File: config.mk
export PLATFORM = sky130hd
export DESIGN_NAME = alu_mc
export DESIGN_NICKNAME = d
export VERILOG_FILES = /design/src/rtl/alu_pkg.sv /design/src/rtl/alu_comb.sv /design/src/rtl/alu_mc.sv
export SDC_FILE = /design/constraint.sdc
export NUM_CORES = 1
export LEC_CHECK = 0
export CORE_MARGIN = 5
export CORE_UTILIZATION = 45
export DETAILED_ROUTE_END_ITERATION = 6
export GPL_TIMING_DRIVEN = 0
export PLACE_DENSITY_LB_ADDON = 0.12
export RECOVER_POWER = 100
export SLEW_MARGIN = 20
export SYNTH_ARGS = -nofsm -noshare
export SYNTH_HDL_FRONTEND = slang
export SYNTH_SLANG_ARGS = --single-unit
File: constraint.sdc
create_clock -name clk -period 5.3 [get_ports clk]
set_input_delay 1.06 -clock clk [delete_from_list [all_inputs] [get_ports clk]]
set_output_delay 1.06 -clock clk [all_outputs]
set_load 0.01 [all_outputs]
File: src/rtl/alu_pkg.sv
// rtl/alu_pkg.sv - shared opcodes, status bit indices and FSM states for alu_mc
package alu_pkg;

  localparam logic [3:0] CMD_MOV = 4'b0001;
  localparam logic [3:0] CMD_ADD = 4'b0010;
  localparam logic [3:0] CMD_ADC = 4'b0011;
  localparam logic [3:0] CMD_SUB = 4'b0100;
  localparam logic [3:0] CMD_SBC = 4'b0101;
  localparam logic [3:0] CMD_AND = 4'b0110;
  localparam logic [3:0] CMD_ORR = 4'b0111;
  localparam logic [3:0] CMD_EOR = 4'b1000;
  localparam logic [3:0] CMD_MVN = 4'b1001;
  localparam logic [3:0] CMD_MUL = 4'b1010;
  localparam logic [3:0] CMD_MLA = 4'b1011;

  localparam int ST_N = 3;
  localparam int ST_Z = 2;
  localparam int ST_C = 1;
  localparam int ST_V = 0;

  typedef enum logic {
    IDLE,
    MUL_RUN
  } state_t;

endpackage

File: src/rtl/alu_comb.sv
// rtl/alu_comb.sv - single-cycle ALU datapath producing result and {N,Z,C,V}
module alu_comb
  import alu_pkg::*;
#(
  parameter int W = 32
) (
  input  logic [3:0]   cmd,
  input  logic [W-1:0] val1,
  input  logic [W-1:0] val2,
  input  logic         carry,
  output logic [W-1:0] res,
  output logic [3:0]   st
);

  logic [W-1:0] b_eff;
  logic         cin;
  logic         arith;
  logic [W:0]   sum;

  // Subtracts run through the same adder as val1 + ~val2 + cin, so C is the ARM no-borrow flag
  always_comb begin
    b_eff = val2;
    cin   = 1'b0;
    arith = 1'b0;
    res   = '0;
    st    = '0;
    case (cmd)
      CMD_ADD: arith = 1'b1;
      CMD_ADC: begin arith = 1'b1; cin = carry; end
      CMD_SUB: begin arith = 1'b1; b_eff = ~val2; cin = 1'b1; end
      CMD_SBC: begin arith = 1'b1; b_eff = ~val2; cin = carry; end
      CMD_MOV: res = val2;
      CMD_MVN: res = ~val2;
      CMD_AND: res = val1 & val2;
      CMD_ORR: res = val1 | val2;
      CMD_EOR: res = val1 ^ val2;
      default: res = '0;
    endcase
    sum = {1'b0, val1} + {1'b0, b_eff} + {{W{1'b0}}, cin};
    if (arith) begin
      res      = sum[W-1:0];
      st[ST_C] = sum[W];
      st[ST_V] = (val1[W-1] == b_eff[W-1]) && (sum[W-1] != val1[W-1]);
    end
    st[ST_N] = res[W-1];
    st[ST_Z] = (res == '0);
  end

endmodule

File: src/rtl/alu_mc.sv
// rtl/alu_mc.sv - handshaked EX-stage ALU with registered output and iterative multiplier
module alu_mc
  import alu_pkg::*;
#(
  parameter int W     = 32,
  parameter int CNT_W = $clog2(W+1)
) (
  input  logic         clk,
  input  logic         rst_n,
  input  logic         in_valid,
  output logic         in_ready,
  input  logic [3:0]   exe_command,
  input  logic [W-1:0] val1,
  input  logic [W-1:0] val2,
  input  logic [W-1:0] val3,
  input  logic         carry,
  output logic         out_valid,
  input  logic         out_ready,
  output logic [W-1:0] result,
  output logic [3:0]   status
);

  state_t           state, state_next;
  logic [W-1:0]     mcand, mplier, acc, acc_next;
  logic [CNT_W-1:0] cnt;
  logic             accept, is_mul, mul_done;
  logic [3:0]       comb_cmd;
  logic [W-1:0]     comb_v2, comb_res;
  logic [3:0]       comb_st;

  assign in_ready = rst_n && (state == IDLE) && (!out_valid || out_ready);
  assign accept   = in_valid && in_ready;
  assign is_mul   = (exe_command == CMD_MUL) || (exe_command == CMD_MLA);
  assign acc_next = acc + (mplier[0] ? mcand : '0);
  assign mul_done = (state == MUL_RUN) && (cnt == CNT_W'(W-1));

  // During a multiply the datapath acts as MOV of the next accumulator to derive N/Z
  assign comb_cmd = (state == MUL_RUN) ? CMD_MOV : exe_command;
  assign comb_v2  = (state == MUL_RUN) ? acc_next : val2;

  alu_comb #(.W(W)) u_comb (
    .cmd   (comb_cmd),
    .val1  (val1),
    .val2  (comb_v2),
    .carry (carry),
    .res   (comb_res),
    .st    (comb_st)
  );

  // State register
  always_ff @(posedge clk or negedge rst_n) begin
    if (!rst_n) state <= IDLE;
    else        state <= state_next;
  end

  // Next-state: enter MUL_RUN on a multiply accept, leave after the W-th iteration
  always_comb begin
    state_next = state;
    case (state)
      IDLE:    if (accept && is_mul) state_next = MUL_RUN;
      MUL_RUN: if (mul_done) state_next = IDLE;
      default: state_next = IDLE;
    endcase
  end

  // Multiplier registers and the output holding register
  always_ff @(posedge clk or negedge rst_n) begin
    if (!rst_n) begin
      mcand     <= '0;
      mplier    <= '0;
      acc       <= '0;
      cnt       <= '0;
      out_valid <= 1'b0;
      result    <= '0;
      status    <= '0;
    end else if (state == MUL_RUN) begin
      acc    <= acc_next;
      mcand  <= mcand << 1;
      mplier <= mplier >> 1;
      cnt    <= cnt + 1'b1;
      if (mul_done) begin
        result    <= acc_next;
        status    <= comb_st;
        out_valid <= 1'b1;
        cnt       <= '0;
      end
    end else if (accept) begin
      if (is_mul) begin
        mcand     <= val1;
        mplier    <= val2;
        acc       <= (exe_command == CMD_MLA) ? val3 : '0;
        cnt       <= '0;
        out_valid <= 1'b0;
      end else begin
        result    <= comb_res;
        status    <= comb_st;
        out_valid <= 1'b1;
      end
    end else if (out_ready) begin
      out_valid <= 1'b0;
    end
  end

endmodule

Yosys cells after proc, flatten, opt, wreduce, memory -nomap -nowiden
Cells that the tools add are included.
{"block": "totals", "reg_bits": 140, "inputBits": 105, "out_inout_bits": 38, "word_cells": 91}
{"block": "classes", "n_addsub": 4, "eq_ne": 16, "mux": 39, "n_bitwise": 5, "reduce_logical": 19}
{"cell": "2-to-1 mux 32 bit", "count": 18}
{"cell": "case mux 32 bit (5 select lines)", "count": 1}
{"cell": "adder 32 x 32 -> 33 bit", "count": 1}
{"cell": "adder 33 x 1 -> 33 bit", "count": 1}
{"cell": "adder 32 bit", "count": 1}
{"cell": "bitwise AND 32 bit", "count": 1}
{"cell": "zero test 32 bit", "count": 1}
{"cell": "inverter 32 bit", "count": 1}
{"cell": "bitwise OR 32 bit", "count": 1}
{"cell": "bitwise XOR 32 bit", "count": 1}
{"cell": "2-to-1 mux 6 bit", "count": 4}
{"cell": "2-to-1 mux 4 bit", "count": 5}
{"cell": "equality test 4 x 3 -> 1 bit (second input constant)", "count": 4}
{"cell": "equality test 4 bit (second input constant)", "count": 4}
{"cell": "equality test 4 x 2 -> 1 bit (second input constant)", "count": 2}
{"cell": "2-to-1 mux 1 bit", "count": 8}
{"cell": "adder 6 x 1 -> 6 bit (second input constant)", "count": 1}
{"cell": "equality test 6 x 5 -> 1 bit (second input constant)", "count": 1}
{"cell": "logical AND 1 bit", "count": 6}
{"cell": "equality test 4 x 1 -> 1 bit (second input constant)", "count": 1}
{"cell": "case mux 1 bit (2 select lines)", "count": 2}
{"cell": "AND reduction 2 bit", "count": 2}
{"cell": "nonzero test 2 bit", "count": 2}
{"cell": "OR reduction 2 bit", "count": 2}
{"cell": "other kinds (11)", "count": 12}

Longest topological paths before layout
Gate-level depths: netlist (run 1).
{"block": "depth", "depth_word": 13, "mapped_depth": 26, "mapped_depth_nobuf": 26}

Hierarchy
A second synthesis (run 1) with hierarchy kept.
{"block": "unflattened", "cells_unflattened": 1690, "area_unflattened_um2": 13281.5}
{"mod": "alu_mc", "instances": 1, "cells_per_inst": 1039, "area_each_um2": 8767.2, "seq_area_each_um2": 3503.4}
{"mod": "alu_comb", "instances": 1, "cells_per_inst": 651, "area_each_um2": 4514.3, "seq_area_each_um2": 0.0}

Worst setup path after synthesis (run 1)
Ideal clock, no wire load.
{"block": "synth_timing", "kind": "input -> register", "from": "input port exe_command[3]", "to": "register status[2]", "setup_ps": 103, "arrival_time_ps": 5959, "t_required_ps": 5197, "slack_ps": -762, "cell_stages": 20, "path_buffers": 5, "cell_sequence": "buf_4 buf_2 buf_2 buf_2 nor3_1 clkbuf_1 xnor2_1 fa_1 fa_1 a21o_1 a221o_1 a21o_1 a221oi_2 xor2_1 o211ai_1 and3b_1 and4_1 and4b_1 nand4b_1 o41ai_2"}
{"block": "synth_via", "elab_chain_cells": 11, "elab_cells_between_ends": 30, "classes_between": "2 x add/sub; 12 x eq/ne; 10 x mux; 6 x reduce/logical"}
{"element": "from (decl)", "line_no": "alu_mc.sv:12", "text": "input logic [3:0] exe_command,"}
{"element": "2-to-1 mux 4 bit", "line_no": "alu_mc.sv:38", "text": "assign comb_cmd = (state == MUL_RUN) ? CMD_MOV : exe_command;"}
{"element": "equality test 4 x 3 -> 1 bit", "line_no": "alu_comb.sv:27", "text": "case (cmd)"}
{"element": "OR reduction 2 bit (no source line)"}
{"element": "2-to-1 mux 32 bit"}
{"element": "adder 32 x 32 -> 33 bit", "line_no": "alu_comb.sv:39", "text": "sum = {1'b0, val1} + {1'b0, b_eff} + {{W{1'b0}}, cin};"}
{"element": "adder 33 x 1 -> 33 bit", "line_no": "alu_comb.sv:39"}
{"element": "2-to-1 mux 32 bit", "line_no": "alu_comb.sv:40", "text": "if (arith) begin"}
{"element": "zero test 32 bit", "line_no": "alu_comb.sv:46", "text": "st[ST_Z] = (res == '0);"}
{"element": "2-to-1 mux 4 bit", "line_no": "alu_mc.sv:88", "text": "if (is_mul) begin"}
{"element": "2-to-1 mux 4 bit", "line_no": "alu_mc.sv:87", "text": "end else if (accept) begin"}
{"element": "2-to-1 mux 4 bit", "line_no": "alu_mc.sv:76", "text": "end else if (state == MUL_RUN) begin"}
{"element": "to (signal assigned)", "line_no": "alu_mc.sv:83", "text": "status <= comb_st;"}
{"element": "to (signal assigned)", "line_no": "alu_mc.sv:96", "text": "status <= comb_st;"}
{"element": "to (decl)", "line_no": "alu_mc.sv:20", "text": "output logic [3:0] status"}
Several ways; a longest one is shown, not always the timed one. The select of a mux whose other input is x is not followed.
A chain may end at the register's enable or synchronous reset.

Final worst setup path (run 1)
{"block": "layout_timing", "from": "register mplier[0]", "to": "register status[2]"}
{"block": "layout_via", "elab_chain_cells": 12, "elab_cells_between_ends": 17, "classes_between": "3 x add/sub; 9 x mux; 4 x bitwise; 1 x reduce/logical"}
{"element": "from (decl)", "line_no": "alu_mc.sv:24", "text": "logic [W-1:0] mcand, mplier, acc, acc_next;"}
{"element": "from (signal assigned)", "line_no": "alu_mc.sv:79", "text": "mplier <= mplier >> 1;"}
{"element": "from (signal assigned)", "line_no": "alu_mc.sv:90", "text": "mplier <= val2;"}
{"element": "2-to-1 mux 32 bit (*)", "line_no": "alu_mc.sv:34", "text": "assign acc_next = acc + (mplier[0] ? mcand : '0);"}
{"element": "adder 32 bit (*)", "line_no": "alu_mc.sv:34"}
{"element": "2-to-1 mux 32 bit (*)", "line_no": "alu_mc.sv:39", "text": "assign comb_v2 = (state == MUL_RUN) ? acc_next : val2;"}
{"element": "inverter 32 bit", "line_no": "alu_comb.sv:30, alu_comb.sv:31, alu_comb.sv:33"}
{"element": "2-to-1 mux 32 bit"}
{"element": "adder 32 x 32 -> 33 bit", "line_no": "alu_comb.sv:39"}
{"element": "adder 33 x 1 -> 33 bit", "line_no": "alu_comb.sv:39"}
{"element": "2-to-1 mux 32 bit (*)", "line_no": "alu_comb.sv:40"}
{"element": "zero test 32 bit (*)", "line_no": "alu_comb.sv:46"}
{"element": "2-to-1 mux 4 bit", "line_no": "alu_mc.sv:88"}
{"element": "2-to-1 mux 4 bit", "line_no": "alu_mc.sv:87"}
{"element": "2-to-1 mux 4 bit (*)", "line_no": "alu_mc.sv:76"}
Mark *: on every way between the ends. The rest lies on a longest branch, timed or not. The select of a mux whose other input is x is not followed.

==> results of run 1 <==
[through the flow]
step | power (mW) | util [%] | TNS [ns] | setup WS, ns | std cells
global route | 7.13 | 61.0 | -1.97 | -0.431 | 2229
global placement | 4.72 | 52.5 | -922.29 | -4.07 | 2116
finish | 6.75 | 61.0 | -0.841 | -0.294 | 2229
floorplan | 3.63 | - | 0 | 0.0108 | 1593
detailed placement | 4.77 | 52.7 | -32.77 | -2.26 | 2118
CTS | 6.47 | 59.0 | -0.443 | -0.286 | 2197
[sequential cells by signal (all words and copies together) (netlist names)]
name,flops
acc,32
mcand,32
mplier,32
result,32
cnt,6
status,4
out_valid,1
state,1
[cell families after synthesis]
kind of cell | after synthesis | share of synthesized area (%)
AO/OA/AOI/OAI | 495 | 24.5
AND/OR/NAND/NOR | 451 | 17.2
buffers and inverters | 184 | 5.65
flip-flops | 140 | 26.4
adder cells (fa/ha/maj) | 132 | 12.6
XOR/XNOR | 105 | 6.94
multiplexers | 86 | 6.62
[final cells by class]
type                    instances  area, um2  area share [%]
well taps                     384        480            2.73
clock inverters                15        148           0.839
plain buffers                  88        524            2.98
flip-flops and latches        140       3500            19.9
clock buffers                  17        425            2.42
repair buffers                228       2070            11.8
inverters                      88        330            1.88
multi-input cells            1269      10100            57.4
[routing by layer]
metal	part of all wire, %	global-route usage (%)	vias to the layer above
met5	0	0	-
met4	2.1	8.26	0
met2	46	48.0	550
met1	45	44.3	6736
met3	6.8	4.20	80
li1	-	-	6238
[path summary, 6_finish.rpt]
path / depth (start not counted) / end / startpoint
worst min register to register: 2 / mplier[13] / mplier[14]
min in group asynchronous: 1 / acc[5] / rst_n
worst max register to register: 23 / status[2] / mplier[0]
worst min-delay path: 2 / mplier[13] / mplier[14]
max in group asynchronous: 3 / mplier[0] / rst_n
worst max-delay path: 23 / status[2] / mplier[0]
[worst max-delay path, stage by stage, from the launching register on]
cell	delay (ns)
dfrtp_2	0.49
buf_8	0.16
and2_1	0.14
ha_1	0.30
buf_6	0.15
a21oi_1	0.32
o21ai_0	0.22
or4_4	0.59
nand3_4	0.12
a21boi_4	0.22
xnor2_1	0.10
ha_2	0.38
buf_4	0.14
a211oi_2	0.07
o21bai_1	0.21
nor2_1	0.09
a21oi_2	0.26
nand3_2	0.16
a31o_2	0.27
o21a_1	0.21
mux2i_1	0.17
nor4_4	0.35
nand4b_1	0.16
o41ai_2	0.22
[cells in the final DEF (no fill, tap or decap), drive strengths merged, types with 8 or more instances in the layout]
master         synthesis  routed
a221oi                23      23
a21boi                20      20
xor2                  32      32
ha                   129     129
o21a                  14      14
nand3                 23      23
a21oi                104     104
xnor2                 73      73
mux2                  13      13
nand2                171     171
o211ai                13      13
nand2b                14      14
a31oi                 24      24
clkdlybuf4s50          0     100
o22ai                 18      18
nor2                  86      86
nand3b                 8       8
clkbuf                59      75
a21o                  31      31
dfrtp                140     140
a211oi                13      13
mux2i                 73      73
nand4                 18      18
a221o                 10      10
a311oi                 8       8
or3                    8       8
nor4                   8       8
nor3                  18      18
buf                   37     118
and3                  22      22
and2                  39      39
o21ai                152     152
dlygate4sd3            0      37
inv                   88      97
[timing repair]
action,CTS,global route
endpoints found under the setup margin,33,12
resized for setup,213,76
buffers inserted,55,32
pin swaps,59,71
[Yosys cell counts (16+ instances only)]
cell type | number | share of area, %
a221oi_1 | 21 | 1.4
a21oi_1 | 102 | 3.9
xor2_1 | 32 | 2.1
and3_1 | 20 | 0.94
a31oi_1 | 24 | 1.1
clkbuf_1 | 59 | 1.7
nand4_1 | 18 | 0.85
buf_2 | 22 | 0.83
a21o_1 | 31 | 1.8
nand2_1 | 171 | 4.8
a21boi_0 | 16 | 0.91
and2_1 | 38 | 1.8
ha_1 | 129 | 12
nor3_1 | 17 | 0.64
nand3_1 | 22 | 0.83
xnor2_1 | 73 | 4.8
dfrtp_1 | 140 | 26
inv_1 | 88 | 2.5
o22ai_1 | 18 | 0.85
mux2i_1 | 73 | 5.5
o21ai_0 | 150 | 5.7
nor2_1 | 86 | 2.4
[power groups by stage]
stage	sequential [mW]	clock [mW]	combinational, mW
floorplan	1.68	0	1.95
global placement	1.68	0	3.04
detailed placement	1.68	0	3.09
CTS	1.68	1.24	3.55
global route	1.73	1.28	4.12
finish	1.68	1.24	3.83
==> out/metrics.csv, run 1 <==
metric,value,unit
via_count,13600,
cts_buffers,17,
grt_start_max_net_pins,72,
clock_skew,0.0145,ns
p_comb_share,56.7,%
seqPwrFrac,24.9,%
yosys_warnings,0,
clock.fmax,179,MHz
finalHoldViolations,0,
p_per_area,383,nW/um2
io_pins,143,
synth_nets,1830,
finalInstanceArea,17600,um2
synthDistinctLibCells,96,
violations,"max-capacitance violations, max-slew violations, negative setup slack",
synth_edf_count,0,
yosys_register_bits,140,
nFillCells,2566,
drv_slew,55,
finalWorstSetupSlack,-0.294,ns
path_max_fanout,10,
synthCells,1593,
drt_wl_total,52.7,mm
switching_share,44.6,%
cts_tree,done,
r2r_slack,-0.29,ns
holdWs,0.487,ns
diodes,0,
finalCritPeriodShare,106,%
grt_first_pass_wirelength,78.3,mm
clockBufferDepth,2,
htreeDepth,4,
dp_hpwl,39.6,mm
p_sw,3.01,mW
clkSlewWorstSetupHoldPaths,0.08,ns
nets,2069,
place_congestion,0.960,
period_needed,5.59,ns
ys_seq_area_share,26.4,%
p_leak,7.91,nW
postCtsHoldBufs,0,
die_x,182,um
clock_sinks,140,
critical_path_class,register to register,
ant_nets,0,
timing.max_slew.rel_slack,-75.4,%
worst_pin_slew,2.63,ns
worstPathArrival,5.94,ns
synthFlopType,dfrtp_1,
start_kind,register,
async_flop_share,100,%
drc,0,
syn_area,13200,um2
drv_cap,1,
firstDrtPassIters,5,
status,"finished, violations left",
ir_drop,0.000277,V
core_area,28900,um2
wl_per_cell,23.6,um
die_h,182,um
hp-class,register to register,
overflow,0,
placed_area,15200,um2
syn_avg_cell_area,8.32,um2
crit_path_end_kind,register,
drt_iter0_drc,1514,
die-area,33000,um2
clock_latency,0.46,ns
grt_pass1_vias,13100,
initial_core_util,45.9,%
io_buffer_count,139,
rsz0062_at_grt,true,
cts-root-buf,clkbuf_16,
area_delta_synth_final,32.8,%
intPower,3.73,mW
clockPowerShare,18.3,%
viasPerCell,6.10,
drive_above_1_share,19.8,%
num_rows,62,
setup_viol,5,
grtUsageTotal,30.6,%
cp.required,5.65,ns
antenna_found_initial,3,
No activity file was read; power rests on OpenSTA's default activity.
==> run 2, diff against run 1 <==
--- a/config.mk
+++ b/config.mk
@@ -5,8 +5,7 @@
 export SDC_FILE = /design/constraint.sdc
 export NUM_CORES = 1
 export LEC_CHECK = 0
-export CORE_MARGIN = 5
-export CORE_UTILIZATION = 45
+export CORE_UTILIZATION = 53
 export DETAILED_ROUTE_END_ITERATION = 6
 export GPL_TIMING_DRIVEN = 0
 export PLACE_DENSITY_LB_ADDON = 0.12
==> out/metrics.csv, run 2 (synthesis results as in run 1) <==
metric,value,unit,change
status,"finished, violations left",,
violations,negative setup slack,,
fin_util,71.8,%,+11 points
finalWorstSetupSlack,-0.313,ns,-0.0190 ns
wl_met2,22.5,mm,-6.6%
io_pins,143,,unchanged
die_x,160,um,-12%
grt_first_pass_wirelength,75.4,mm,-3.6%
cts_tree,done,,
diodes,0,,unchanged
wl_met1,21.0,mm,-12%
holdWs,0.482,ns,-0.00506 ns
rsz0062_at_grt,true,,
clock_latency,0.45,ns,about the same
ir_drop,0.000298,V,+7.4%
path_max_fanout,9,,-1
cts_buffers,17,,unchanged
num_rows,57,,-8.1%
power,6.78,mW,+0.54%
nFillCells,1883,,-27%
cts-root-buf,clkbuf_16,,
final_cell_mix,"nand2_1 (156), dfrtp_1 (139), o21ai_0 (131)",,
overflow,0,,unchanged
cp.required,5.64,ns,about the same
maxUsedRoutingLayer,met4,,
final_common_cell,nand2_1,,
nets,2068,,-0.048%
dp_hpwl,37.1,mm,-6.2%
place_ws,-1.92,ns,+0.335 ns
crit_chain,buf_8 > and2_1 > ha_1 > buf_6 > a21o_1 > o21bai_4 > o2bb2ai_2 > or4_1 > nand3_1 > a21boi_2 > xnor2_1 > ha_1 > nor3_2 > a211oi_2 > a32oi_2 > o21ai_4 > a211o_1 > a311oi_2 > and4_1 > and4b_1 > nand4b_1 > o41ai_2,,
clock.fmax,178,MHz,-0.34%
max_stage_delay,0.51,ns,-0.08 ns
clock_sinks,140,,unchanged
finalHoldViolations,0,,unchanged
crit_path_end_kind,register,,
antenna_found_initial,1,,-2
worstPathArrival,5.95,ns,about the same
htreeDepth,4,,unchanged
cpMaxStageDelayCell,dfrtp_2,,
clkSlewWorstSetupHoldPaths,0.07,ns,about the same
drt_iter0_drc,1414,,-6.6%
core_area,24400,um2,-15%
worst_pin_slew,1.05,ns,-1.58 ns
die-area,25600,um2,-22%
postCtsHoldBufs,0,,unchanged
start_kind,register,,
grt_pass1_vias,13200,,+0.053%
timing.max_slew.rel_slack,29.3,%,+100 points
viasPerCell,6.39,,+4.6%
finalCritPeriodShare,106,%,+0.36 points
drc,0,,unchanged
drv_slew,0,,-100%
final_cells,2168,,-2.7%
area_delta_synth_final,32.3,%,
hp-class,register to register,,
drv_cap,0,,-1
die_h,160,um,-12%
firstDrtPassIters,6,,+1
p_leak,7.93,nW,+0.27%
critical_path_class,register to register,,
wl_per_cell,23.5,um,-0.55%
clock_skew,0.0115,ns,-0.00300 ns
grtUsageTotal,38.6,%,+8.0 points
place_congestion,0.964,,+0.47%
io_buffer_count,139,,unchanged
ant_nets,0,,unchanged
drt_wl_total,50.9,mm,-3.3%
via_count,13800,,+1.8%
initial_core_util,54.3,%,+8.4 points
clockBufferDepth,2,,unchanged
p_per_area,387,nW/um2,+0.93%
dp.cells,2057,,-2.9%
setup_viol,4,,-1
dr_wl_met3,5.65,mm,+58%
critPathMostFrequentCell,ha_1,,
drive_above_1_share,19.9,%,+0.065 points
period_needed,5.61,ns,+0.0190 ns
grt_start_max_net_pins,84,,+17%
run 2: final timing paths:
check	cells after the start	slack [ns]	start	end
setup / recovery	22	-0.31	mplier[0]	status[2]
hold / removal	2	0.48	mplier[9]	mplier[8]
hold reg to reg	2	0.48	mplier[9]	mplier[8]
min in group asynchronous	1	0.59	rst_n	acc[6]
max in group asynchronous	2	3.94	rst_n	result[22]
setup reg to reg	22	-0.31	mplier[0]	status[2]
run 2: power by group:
group / internal (mW) / switching [mW]
clock: 0.640 / 0.600
combinational: 1.68 / 2.17
sequential: 1.43 / 0.261
run 2: area by class of cell:
class,instances,area [um2],share of cell area [%]
clock buffer,18,439,2.51
tap,324,405,2.31
clock inverter,14,150,0.857
buffer,86,508,2.90
timing repair buffer,229,2110,12.1
multi-input combinational,1269,10100,57.5
inverter,88,330,1.88
sequential,140,3500,20.0
run 2: through the flow:
step / cell area, um2 / TNS (ns)
2_1_floorplan: 13300 / 0
3_3_place_gp: 15100 / -845.31
3_5_place_dp: 15100 / -27.24
4_1_cts: 16900 / -0.361
5_1_grt: 17500 / -1.75
6_report: 17500 / -0.587
run 2: critical path: cells and delay by family (launching register included):
| family | cells | cell delay [ns] |
|---|---|---|
| buf+inv | 2 | 0.30 |
| simple gates | 7 | 1.72 |
| xor+xnor | 1 | 0.10 |
| flops | 1 | 0.51 |
| fa+ha+maj | 2 | 0.60 |
| compound gates | 10 | 2.26 |
run 2: routing by layer:
layer | up-vias | GRT usage (%)
li1 | 6243 | -
met1 | 6705 | 52.5
met2 | 764 | 59.7
met3 | 131 | 8.81
met4 | 0 | 14.2
met5 | - | 0
run 2: timing repair:
action / 4_1_cts / 5_1_grt
pin swaps: 60 / 56
setup buffers: 59 / 29
resized for setup: 193 / 95
cloned: 1 / 0
setup endpoints to repair: 29 / 12
==> run 3, diff against run 2 <==
--- a/config.mk
+++ b/config.mk
@@ -5,6 +5,7 @@
 export SDC_FILE = /design/constraint.sdc
 export NUM_CORES = 1
 export LEC_CHECK = 0
+export CORE_MARGIN = 2
 export CORE_UTILIZATION = 53
 export DETAILED_ROUTE_END_ITERATION = 6
 export GPL_TIMING_DRIVEN = 0
==> out/metrics.csv, run 3 (synthesis results as in run 1) <==
metric,value,unit,change
status,"finished, violations left",,
finalWorstSetupSlack,-0.243,ns,+0.0695 ns
p_per_area,388,nW/um2,+0.28%
critical_path_class,register to register,,
cp.required,5.63,ns,about the same
cts_buffers,17,,unchanged
worst_pin_slew,1.08,ns,+0.0307 ns
setup_viol,3,,-1
final_cells,2164,,-0.18%
io_buffer_count,139,,unchanged
nets,2064,,-0.19%
die_h,162,um,+1.2%
antenna_found_initial,0,,-1
num_rows,57,,unchanged
die_x,162,um,+1.2%
area_delta_synth_final,33.4,%,
dp_hpwl,38.0,mm,+2.2%
power,6.86,mW,+1.2%
place_congestion,0.944,,-2.1%
period_needed,5.54,ns,-0.0695 ns
drv_cap,0,,unchanged
crit_path_end,status[2],,
die-area,26300,um2,+2.5%
drt_wl_total,51.1,mm,+0.25%
r2r_slack,-0.24,ns,+0.07 ns
final_common_cell,nand2_1,,
p_leak,7.93,nW,about the same
cts_tree,done,,
clock_sinks,140,,unchanged
start_kind,register,,
overflow,0,,unchanged
crit_path_end_kind,register,,
clkSlewWorstSetupHoldPaths,0.07,ns,about the same
path_max_fanout,6,,-3
drive_above_1_share,20.7,%,+0.75 points
core_area,24500,um2,+0.29%
violations,"design-rule violations, negative setup slack",,
timing.rr.end,status[2],,
finalCritPeriodShare,105,%,-1.3 points
drc,1,,+1
nFillCells,1910,,+1.4%
dp.cells,2057,,unchanged
r2r-start,mplier[0],,
diodes,0,,unchanged
drv_slew,0,,unchanged
viasPerCell,6.40,,+0.18%
final_cell_mix,"nand2_1 (156), dfrtp_1 (139), o21ai_0 (132)",,
grt_start_max_net_pins,76,,-9.5%
htreeDepth,4,,unchanged
cts-root-buf,clkbuf_16,,
via_count,13800,,-0.0072%
tns,-0.361,ns,+0.226 ns
grtUsageTotal,37.8,%,-0.75 points
wl_per_cell,23.6,um,+0.44%
clockBufferDepth,2,,unchanged
grt_first_pass_wirelength,75.5,mm,+0.16%
ir_drop,0.000240,V,-20%
hp-start,status[3],,
worstPathArrival,5.87,ns,-0.08 ns
io_pins,143,,unchanged
rsz0062_at_grt,true,,
worstRegToRegCells,23,,+4.5%
hp-class,register to register,,
firstDrtPassIters,7,,+1
drt_iter0_drc,1565,,+11%
clock_skew,0.0159,ns,+0.00439 ns
finalHoldViolations,0,,unchanged
place_ws,-2.00,ns,-0.0751 ns
clock.fmax,180,MHz,+1.3%
clock_latency,0.45,ns,about the same
timing.max_slew.rel_slack,27.2,%,-2.1 points
grt_pass1_vias,13000,,-1.0%
cp-startpoint,mplier[0],,
ant_nets,0,,unchanged
fin_util,72.3,%,+0.42 points
initial_core_util,54.2,%,-0.16 points
==> run 3: cell count changes in the layout (fill, tap and decap cells not counted), moves of 4 or more <==
cell | before | now
buf_4 | 92 | 84
ha_1 | 110 | 105
ha_4 | 13 | 19
xnor2_2 | 5 | 9
buf_6 | 10 | 14
xnor2_1 | 67 | 63
==> run 3: layout make-up <==
type / count / area (um2) / area share, %
well taps: 324 / 405 / 2.29
clock buffers: 18 / 429 / 2.43
repair buffers: 226 / 2120 / 12.0
multi-input cells: 1269 / 10200 / 57.7
plain buffers: 85 / 517 / 2.92
clock inverters: 14 / 173 / 0.977
inverters: 88 / 330 / 1.87
flip-flops and latches: 140 / 3500 / 19.8
==> run 3: what timing repair did <==
action                                  in CTS  in global routing
hold buffers                                 0                  0
pin swaps                                   60                 62
setup buffers                               52                 32
gates resized for setup                    217                 91
gates cloned                                 1                  2
endpoints found under the setup margin      31                 11
==> run 3: power by group <==
| part | leakage [nW] | switching, mW | internal (mW) | total (mW) |
|---|---|---|---|---|
| Clock | 0.283 | 0.580 | 0.714 | 1.29 |
| Combinational | 5.84 | 2.16 | 1.72 | 3.88 |
| Sequential | 1.81 | 0.259 | 1.43 | 1.69 |
==> run 3: critical path, cell delays in order (launching register included) <==
cell and delay (ns):
dfrtp_2 0.46, and2_4 0.18, ha_4 0.13, inv_2 0.04
fa_2 0.36, nor2b_4 0.17, o2111ai_4 0.21, and3_4 0.26
buf_12 0.13, xnor2_4 0.16, mux2i_2 0.34, xnor2_1 0.11
ha_1 0.38, nand2_1 0.17, nor2_4 0.20, o211ai_4 0.13
a211o_1 0.39, o21ai_4 0.24, a21boi_4 0.10, a311oi_2 0.35
and4_1 0.24, and4b_1 0.21, nand4b_1 0.13, o41ai_2 0.33
==> run 3: metal layers <==
layer / part of all wire [%] / wire (um) / global-route usage, %
met4: 3.1 / 1560 / 12.4
met3: 9.4 / 4810 / 6.23
met1: 44 / 22200 / 53.8
met2: 44 / 22500 / 58.8
met5: 0 / 0 / 0
==> run 3: per-stage QoR <==
step                      area, um2  hold WS (ns)
after floorplan               13300         0.453
after global placement        15100         0.461
after detailed placement      15100         0.474
after CTS                     17000         0.485
after global routing          17700         0.505
final                         17700         0.491
==> run 3: worst min-delay path by stage <==
stage / depth (start not counted) / endpoint / slack, ns
floorplan: 2 / mplier[0] / 0.45
global placement: 2 / mplier[23] / 0.46
detailed placement: 2 / mplier[17] / 0.47
CTS: 2 / mplier[8] / 0.49
global route: 2 / mplier[8] / 0.50
finish: 1 / status[3] / 0.49
